`src/rtl/dcs_result_packer.sv`:
```
// Result packer for the DCSformer attention core. It captures 8-word bursts into ping-pong banks,
// tracks the argmax, derives a power-of-two scale and streams the quantized bytes over valid/ready.
module dcs_result_packer #(
    parameter int N_WORDS = 8,
    parameter int IN_W    = 32,
    parameter int OUT_W   = 8
) (
    input  logic                       clk,
    input  logic                       rst_n,
    input  logic                       in_valid,
    input  logic [IN_W-1:0]            in_data,
    input  logic                       out_ready,
    output logic                       out_valid,
    output logic [OUT_W-1:0]           out_data,
    output logic                       out_last,
    output logic [$clog2(N_WORDS)-1:0] out_idx,
    output logic [$clog2(IN_W)-1:0]    out_shift,
    output logic                       overflow
);
    localparam int IW = $clog2(N_WORDS);
    localparam int SW = $clog2(IN_W);
    localparam logic [IW-1:0] LAST_W = IW'(N_WORDS - 1);
    localparam logic [IW-1:0] ONE_W  = IW'(1);

    // Right-shift that brings the most-significant 1 of v down to bit OUT_W-1.
    function automatic logic [SW-1:0] calc_shift(input logic [IN_W-1:0] v);
        logic [SW-1:0] msb;
        msb = '0;
        for (int i = 0; i < IN_W; i++) begin
            if (v[i]) msb = SW'(i);
            else      msb = msb;
        end
        if (msb >= SW'(OUT_W - 1)) return msb - SW'(OUT_W - 1);
        else                       return '0;
    endfunction

    logic [IN_W-1:0] mem_r [2][N_WORDS];
    logic [IW-1:0]   bank_idx_r   [2];
    logic [SW-1:0]   bank_shift_r [2];
    logic [1:0]      full_r;
    logic            wr_bank_r, rd_bank_r, drop_r;
    logic [IW-1:0]   wr_cnt_r, rd_cnt_r, idx_r;
    logic [IN_W-1:0] max_r;

    logic            xfer_s, release_s, first_s, tgt_busy_s, drop_now_s, dropping_s;
    logic            we_s, complete_s, rd_bank_nxt_s, valid_nxt_s;
    logic [1:0]      full_nxt_s;
    logic [IW-1:0]   rd_cnt_nxt_s, idx_cand_s, idx_sel_s;
    logic [IN_W-1:0] max_cand_s, word_sel_s;
    logic [SW-1:0]   shift_cand_s, shift_sel_s;

    // Next-state decode for both sides; the dropped-frame decision sees a same-cycle release.
    always_comb begin
        xfer_s     = out_valid & out_ready;
        release_s  = xfer_s & (rd_cnt_r == LAST_W);
        first_s    = in_valid & (wr_cnt_r == '0);
        tgt_busy_s = full_r[wr_bank_r] & ~(release_s & (rd_bank_r == wr_bank_r));
        drop_now_s = first_s & tgt_busy_s;
        if (first_s) dropping_s = drop_now_s;
        else         dropping_s = drop_r;
        we_s       = in_valid & ~dropping_s;
        complete_s = we_s & (wr_cnt_r == LAST_W);

        // Strict compare so that ties keep the lowest index.
        if ((wr_cnt_r == '0) || (in_data > max_r)) begin
            max_cand_s = in_data;
            idx_cand_s = wr_cnt_r;
        end else begin
            max_cand_s = max_r;
            idx_cand_s = idx_r;
        end
        shift_cand_s = calc_shift(max_cand_s);

        full_nxt_s = full_r;
        if (release_s)  full_nxt_s[rd_bank_r] = 1'b0;
        else            full_nxt_s = full_nxt_s;
        if (complete_s) full_nxt_s[wr_bank_r] = 1'b1;
        else            full_nxt_s = full_nxt_s;

        if (release_s) begin
            rd_bank_nxt_s = ~rd_bank_r;
            rd_cnt_nxt_s  = '0;
        end else if (xfer_s) begin
            rd_bank_nxt_s = rd_bank_r;
            rd_cnt_nxt_s  = rd_cnt_r + ONE_W;
        end else begin
            rd_bank_nxt_s = rd_bank_r;
            rd_cnt_nxt_s  = rd_cnt_r;
        end

        // Forward the frame being completed this cycle so the output registers see it immediately.
        if (complete_s && (wr_bank_r == rd_bank_nxt_s)) begin
            idx_sel_s   = idx_cand_s;
            shift_sel_s = shift_cand_s;
        end else begin
            idx_sel_s   = bank_idx_r[rd_bank_nxt_s];
            shift_sel_s = bank_shift_r[rd_bank_nxt_s];
        end
        if (we_s && (wr_bank_r == rd_bank_nxt_s) && (wr_cnt_r == rd_cnt_nxt_s)) word_sel_s = in_data;
        else word_sel_s = mem_r[rd_bank_nxt_s][rd_cnt_nxt_s];
        valid_nxt_s = full_nxt_s[rd_bank_nxt_s];
    end

    // Frame storage; contents are only meaningful while the bank-full flag is set.
    always_ff @(posedge clk) begin
        if (we_s) mem_r[wr_bank_r][wr_cnt_r] <= in_data;
    end

    // Control state and registered output stage.
    always_ff @(posedge clk or negedge rst_n) begin
        if (!rst_n) begin
            full_r    <= 2'b00;
            wr_bank_r <= 1'b0;
            rd_bank_r <= 1'b0;
            drop_r    <= 1'b0;
            wr_cnt_r  <= '0;
            rd_cnt_r  <= '0;
            idx_r     <= '0;
            max_r     <= '0;
            for (int b = 0; b < 2; b++) begin
                bank_idx_r[b]   <= '0;
                bank_shift_r[b] <= '0;
            end
            out_valid <= 1'b0;
            out_data  <= '0;
            out_last  <= 1'b0;
            out_idx   <= '0;
            out_shift <= '0;
            overflow  <= 1'b0;
        end else begin
            full_r    <= full_nxt_s;
            rd_bank_r <= rd_bank_nxt_s;
            rd_cnt_r  <= rd_cnt_nxt_s;
            overflow  <= drop_now_s;
            if (first_s) drop_r <= drop_now_s;
            if (in_valid) wr_cnt_r <= (wr_cnt_r == LAST_W) ? '0 : wr_cnt_r + ONE_W;
            if (we_s) begin
                max_r <= max_cand_s;
                idx_r <= idx_cand_s;
            end
            if (complete_s) begin
                bank_idx_r[wr_bank_r]   <= idx_cand_s;
                bank_shift_r[wr_bank_r] <= shift_cand_s;
                wr_bank_r               <= ~wr_bank_r;
            end
            out_valid <= valid_nxt_s;
            out_data  <= valid_nxt_s ? OUT_W'(word_sel_s >> shift_sel_s) : '0;
            out_last  <= valid_nxt_s & (rd_cnt_nxt_s == LAST_W);
            out_idx   <= valid_nxt_s ? idx_sel_s : '0;
            out_shift <= valid_nxt_s ? shift_sel_s : '0;
        end
    end
endmodule
```
`config.mk`:
```
export PLATFORM = sky130hd
export DESIGN_NAME = dcs_result_packer
export DESIGN_NICKNAME = d
export VERILOG_FILES = /design/src/rtl/dcs_result_packer.sv
export SDC_FILE = /design/constraint.sdc
export NUM_CORES = 1
export LEC_CHECK = 0
export CAP_MARGIN = 20
export CORE_ASPECT_RATIO = 0.8
export CORE_UTILIZATION = 40
export DETAILED_ROUTE_END_ITERATION = 16
export PLACE_DENSITY_LB_ADDON = 0.15
export SLEW_MARGIN = 30
export SYNTH_ARGS = -nofsm -noshare
export SYNTH_HDL_FRONTEND = slang
export SYNTH_SLANG_ARGS = --single-unit
```
`constraint.sdc`:
```
create_clock -name clk -period 9.5 [get_ports clk]
set_input_delay 2.85 -clock clk [delete_from_list [all_inputs] [get_ports clk]]
set_output_delay 2.85 -clock clk [all_outputs]
set_load 0.05 [all_outputs]
```
# After elaboration in Yosys (flattened, before gate mapping)
# Memories as Yosys holds them, arrays and structs flattened.
# Index checks and enable logic that the tools add are counted.
word_totals:
  regBits: 81
  mem_count: 1
  output_inout_bits: 19
  elab_cells: 147
  ramBits: 512
  mem_bits_ro: 0
  in_bits: 36
  latchBits: 0
op_classes:
  n_div: 0
  bitwise: 20
  muxes: 74
  shift: 1
  eq_ne: 6
  mul: 0
  n_reduce_logical: 10
  magnitude_cmp: 13
  addsub: 3
mem_list:
  columns: ["memory", "depth", "width", "read_ports", "rd_clocked_by_memory_dff", "wr", "line_no", "text"]
  rows:
  - ["mem_r", 2, 256, 1, 0, 1, "37", "logic [IN_W-1:0] mem_r [2][N_WORDS];"]
op_table:
  columns: ["cell", "n"]
  rows:
  - ["$mux 256", 1]
  - ["$mux 5", 37]
  - ["$mux 32", 5]
  - ["$bmux 32 s3", 1]
  - ["$demux 32 s3", 1]
  - ["$gt 32x32->1", 1]
  - ["$shr 32x5->8", 1]
  - ["$mux 3", 10]
  - ["$bwmux 10", 1]
  - ["$mux 1", 10]
  - ["$and 1x1->1", 9]
  - ["$eq 3x3->1 const B", 3]
  - ["$ge 4x4->1 const B", 2]
  - ["$mux 8", 1]
  - ["$not 3->4", 2]
  - ["$logic_and 1x1->1", 7]
  - ["$add 3x1->3 const B", 2]
  - ["$bwmux 6", 1]
  - ["$lt 1x2->1 const B", 3]
  - ["$demux 5 s1", 1]
  - ["$ge 5x3->1 const B", 1]
  - ["$sub 5x3->5 const B", 1]
  - ["$ge 2x2->1 const B", 2]
  - ["$lt 4x1->1 const B", 1]
  - ["other kinds (15)", 23]

# Depth between registers and ports, before layout
logic_depth:
  word_depth: 39
  depth_mapped: 20
  depth_no_buf: 18

# Least setup slack after synthesis
# OpenSTA, ideal clock, no wires.
synth_path:
  path_kind: "input to register"
  startpoint: "input port out_ready"
  endpoint: "memory mem_r[0][100] (netlist bit), enable pin"
  cell_stages: 7
  arrival_ps: 6231
  setup_ps: 461
  required_time_ps: 9039
  slack_ps: 2808
  path_buffers: 1
  cell_sequence: "nand3_1 o21ai_0 o21ai_0 a211oi_1 clkbuf_1 nand3_1 nor3_1"
synth_via:
  elab_chain_len: 11
synth_lines:
  columns: ["element", "line_no", "text"]
  rows:
  - ["start: declaration", "12", "input logic out_ready,"]
  - ["$and 1x1->1", "54", "xfer_s = out_valid & out_ready;"]
  - ["$and 1x1->1", "55", "release_s = xfer_s & (rd_cnt_r == LAST_W);"]
  - ["$and 1x1->1", "57", "tgt_busy_s = full_r[wr_bank_r] & ~(release_s & (rd_bank_r == wr_bank_r));"]
  - ["$not 1->1", "57", null]
  - ["$and 1x1->1", "57", null]
  - ["$and 1x1->1", "58", "drop_now_s = first_s & tgt_busy_s;"]
  - ["$mux 1", null, null]
  - ["$not 1->1", "61", "we_s = in_valid & ~dropping_s;"]
  - ["$and 1x1->1", "61", null]
  - ["$mux 1", "106", "if (we_s) mem_r[wr_bank_r][wr_cnt_r] <= in_data;"]
  - ["$mux 256 (implied by the code)", "106", null]
  - ["end: declaration", "37", null]
# No other way between the ends.

# Worst setup path in the final report
layout_path:
  startpoint: "input port in_data[12]"
  endpoint: "register out_data[0]"
layout_via:
  elab_chain_len: 39
  elab_cells_between_ends: 41
  cone_classes: "add/sub (1); order compare (2); shift (1); mux (36); reduce/logical (1)"
layout_lines:
  columns: ["element", "line_no", "text"]
  rows:
  - ["start: declaration", "11", "input logic [IN_W-1:0] in_data,"]
  - ["$gt 32x32->1", "65", "if ((wr_cnt_r == '0) || (in_data > max_r)) begin"]
  - ["$logic_or 1x1->1", "65", null]
  - ["$mux 32", "65", null]
  - ["$mux 1", "30", "if (v[i]) msb = SW'(i);"]
  - ["$mux 5 (30 in series)", "30", null]
  - ["$sub 5x3->5 / $ge 5x3->1 (equally long branches)", "33", "if (msb >= SW'(OUT_W - 1)) return msb - SW'(OUT_W - 1);"]
  - ["$mux 5", "33", null]
  - ["$mux 5", "92", "if (complete_s && (wr_bank_r == rd_bank_nxt_s)) begin"]
  - ["$shr 32x5->8 (*)", "147", "out_data <= valid_nxt_s ? OUT_W'(word_sel_s >> shift_sel_s) : '0;"]
  - ["$mux 8 (*)", "147", null]
  - ["end signal: assignment", "147", null]
  - ["end: declaration", "14", "output logic [OUT_W-1:0] out_data,"]
# Mark *: on every way between the ends. The rest lies on a longest branch, timed or not.
# A chain may end at the register's enable or synchronous reset.

==> results by group <==
Final layout
  – Fin util: 0.467
  – Layout cells sized above 1: 0.117
  – Antenna cells: 0
  – Fill count: 5767
  – # nets final: 2266
  – Synth-to-layout area growth: 14.9%

Power
  – Leak Pwr: 10.8 nW
  – Pwr per Cell Area: 342 nW/um^2
  – Worst IR Drop VDD: 0.000162 V

STA
  – Tcrit/Tclk final: 0.844
  – Final setup violation count: 0
  – Max Slew Vio Count: 0
  – RSZ-0062 raised after global routing: no
  – Min Tclk post-route: 8.01 ns
  – Setup TNS Final: 0 ns
  – Max Clk Rate: 125 MHz
  – Final setup margin: 1.49 ns
  – Final hold vios: 0
  – Worst slew margin: 0.408
  – Worst-Margin Slew: 0.885 ns
  – Clock Skew: 0.0195 ns
  – Hold WS: 0.481 ns

Drt
  – Via count: 17700
  – Routed WL: 79.4 mm
  – WL met2: 35.7 mm
  – Initial DRC count: 1445
  – Post-DRT Antenna Nets: 0
  – Number of vias per cell: 5.71
  – Top routing layer in use: met5
  – DR WL/cell: 25.7 microns
  – Residual DRC: 0
  – Met1 Wirelength: 36.0 mm
  – Met3 WL post-DR: 5.11 mm
  – Drt pass-1 iters: 7

Worst setup path
  – Levels on crit path: 18
  – Critical Path Source Type: input port
  – CP Data Required Time: 10.04 ns
  – Critical Path AT: 8.56 ns
  – CP Class: input port to register
  – CP Capture Type: register
  – R2r endpoint: out_data[0]$_DFF_PN0_
  – R2R Setup Slk: 3.92 ns
  – Crit-path cells: clkdlybuf4s50_1 -> ha_1 -> nand4_2 -> nor4_1 -> and2b_1 -> o41a_2 -> nor3_4 -> mux2_2 -> nor3_1 -> ha_1 -> and2_4 -> o31a_2 -> buf_4 -> mux2i_1 -> mux2i_1 -> mux2i_1 -> mux2i_1 -> o31ai_1
  – Cell repeated most along the worst path: mux2i_1
  – Worst path slowest cell: clkdlybuf4s50_1
  – WP buf/inv: 2
  – CP peak stage delay: 0.63 ns
  – R2r startpoint: max_r[7]$_DFFE_PN0P_
  – R2R cell count: 18
  – Critical path's top delay family: simple AND/OR/NAND/NOR gates
  – Worst-path maximum fanout: 20

Clocking
  – CTS Hold Buffers Added: 0
  – Num CTS Buffers: 60
  – CTS sink cnt: 593
  – H-tree Lvls: 2
  – Clock network latency to the later pin of the worst-skew pair: 0.64 ns
  – CTS resizes: 0
  – Worst-path clk slew: 0.07 ns
  – Root Buffer Master: clkbuf_16
  – Clock buffer depth: 3
  – CTS tree: built
  – Post CTS Setup Buffer Count: 0

Worst hold path
  – Hold WC Path Type: register to register
  – Worst hold path cell count: 2
  – HP Start: bank_shift_r[1]$_DFFE_PN0P_
  – Hold worst-path end: bank_shift_r[1]$_DFFE_PN0P_

Run status
  – Status: finished, final reports clean

Global routing
  – Pin count of the biggest net entering global routing: 137
  – Number of global-route vias before repair: 17300
  – First-pass GRT wire length: 117 mm
  – Total global routing overflow: 0
  – Initial antenna violation count: 2
  – GRT Overall Usage: 0.240

Floorplanning
  – Die Span X: 289 microns
  – Die Span Y: 231 microns
  – Die area: 66700 sq um
  – Starting density of the core: 0.407
  – CORE AREA: 64600 sq um
  – Top Ports: 55
  – Site Rows: 83

Yosys
  – Netlist cell types: 70
  – Post-synth EDFFs: 512
  – Async SR Flop Fraction: 0.137
  – Syn Area/Cell: 12.4 sq um
  – Sequential-to-total area share from yosys stat: 0.662
  – Main synth FF type: edfxtp_1
  – Cells after Synth: 2118
  – Flops & latches, synth: 593
  – Post-Syn Nets: 2192
  – Synthesized area: 26300 sq um
  – YS warnings: 0

Placement
  – DP Wirelength: 48.3 mm
  – Gpl congestion: 0.912
  – Port Buffers: 54
  – Pre-CTS WS: 0.902 ns

Flow run
  – # Max-Cap Violations: 0
-- cell usage after synthesis (all sizes together) (3+ instances only) --
cell type | n | area share
a211o | 3 | 0.0010
a211oi | 6 | 0.0017
a21oi | 70 | 0.013
a221oi | 33 | 0.011
a22oi | 4 | 0.0013
a31oi | 104 | 0.025
and2 | 5 | 0.0013
and3 | 75 | 0.018
buf | 33 | 0.0076
clkbuf | 90 | 0.013
dfrtp | 81 | 0.077
edfxtp | 512 | 0.58
ha | 38 | 0.018
inv | 52 | 0.0074
mux2 | 32 | 0.014
mux2i | 156 | 0.059
nand2 | 458 | 0.065
nand2b | 5 | 0.0012
nand3 | 89 | 0.017
nand4 | 14 | 0.0038
nor2 | 55 | 0.0079
nor2b | 6 | 0.0017
nor3 | 49 | 0.0098
nor4 | 13 | 0.0033
o2111ai | 3 | 0.0010
o211ai | 5 | 0.0018
o21a | 4 | 0.0011
o21ai | 45 | 0.0086
o21bai | 4 | 0.0011
o22ai | 36 | 0.0086
o31ai | 5 | 0.0014
xnor2 | 5 | 0.0017
-- cells by family after synthesis --
| group | after synthesis | share of synthesized area |
|---|---|---|
| XOR/XNOR | 6 | 0.00229 |
| flip-flops | 593 | 0.662 |
| buffers and inverters | 176 | 0.0280 |
| AO/OA/AOI/OAI | 339 | 0.0833 |
| AND/OR/NAND/NOR | 777 | 0.132 |
| multiplexers | 189 | 0.0740 |
| adder cells (fa/ha/maj) | 38 | 0.0181 |
-- layout make-up --
class | count | area, sq um | share of cell area
tap | 850 | 1060 | 0.0352
sequential | 593 | 17400 | 0.576
clock inverter | 44 | 420 | 0.0139
inverter | 53 | 206 | 0.00684
timing repair buffer | 135 | 1190 | 0.0393
multi-input combinational | 1349 | 8310 | 0.275
clock buffer | 69 | 1610 | 0.0532
-- flip-flops by register name, summed over array words and instances, names as in the netlist --
register / flops
rd_bank_r: 1
drop_r: 1
overflow: 1
mem_r: 512
out_valid: 1
max_r: 32
out_last: 1
out_data: 8
wr_cnt_r: 3
out_idx: 3
out_shift: 5
bank_idx_r: 6
idx_r: 3
wr_bank_r: 1
rd_cnt_r: 3
bank_shift_r: 10
full_r: 2
-- placed cells by master, fill, tap and decap left out, drive strengths merged, types with 4 or more instances in the layout --
master,synthesis,layout
buf,33,82
o21bai,4,4
nor4,13,13
a221oi,33,33
edfxtp,512,512
o21ai,45,45
nand4,14,14
ha,38,38
o211ai,5,5
a22oi,4,4
o21a,4,4
nor2,55,55
inv,52,56
a31oi,104,104
mux2i,156,156
nand2b,5,5
clkbuf,90,69
nor2b,6,6
nand3,89,89
xnor2,5,5
mux2,32,32
clkinvlp,0,11
a211oi,6,6
o22ai,36,36
bufinv,0,6
and3,75,75
a21oi,70,70
dfrtp,81,81
clkdlybuf4s50,0,53
clkinv,1,24
and2,5,5
nor3,49,49
nand2,458,458
o31ai,5,5
-- worst max path at each step --
stage                                    endpoint  slack (ns)         from
final                       out_data[0]$_DFF_PN0_        1.49  in_data[12]
after global routing        out_data[0]$_DFF_PN0_        1.25  in_data[11]
after CTS                   out_data[0]$_DFF_PN0_        1.59  in_data[12]
after detailed placement    out_data[0]$_DFF_PN0_        0.90  in_data[12]
after global placement      out_data[4]$_DFF_PN0_        0.99  in_data[12]
after floorplan           mem_r[0][100]$_DFFE_PP_        2.81    out_ready
-- worst register-to-register path: stages (launching register included) --
cell and delay, ns:
dfrtp_1 0.40, inv_1 0.10, ha_1 0.32, nand4_1 0.20, nor4_1 0.51, and2b_1 0.24
o41a_2 0.13, nor3_4 0.42, mux2_2 0.44, nor3_1 0.31, ha_1 0.34, and2_4 0.19
o31a_2 0.56, buf_4 0.39, mux2i_1 0.30, mux2i_1 0.16, mux2i_1 0.19, mux2i_1 0.09
o31ai_1 0.21
-- stage by stage --
step	std cells	cell area [sq um]	total power, mW
3_3_place_gp	2980	28200	7.91
6_report	3093	30200	10.3
4_1_cts	3093	30200	10.3
5_1_grt	3093	30200	10.9
2_1_floorplan	2118	26300	6.26
3_5_place_dp	2980	28200	7.91
-- metal layers --
layer / GRT usage / vias up
met2: 0.369 / 532
met3: 0.0478 / 144
met5: 0 / -
met1: 0.339 / 8928
li1: - / 8051
met4: 0.0788 / 4
-- power breakdown --
part | switching [mW] | total [mW] | leakage, nW | internal, mW
sequential | 0.180 | 3.34 | 5.63 | 3.16
combinational | 3.06 | 4.54 | 4.19 | 1.48
clock | 1.05 | 2.43 | 0.977 | 1.38
total | 4.29 | 10.3 | 10.8 | 6.03
Note: power is estimated with default switching activity, not from simulation.
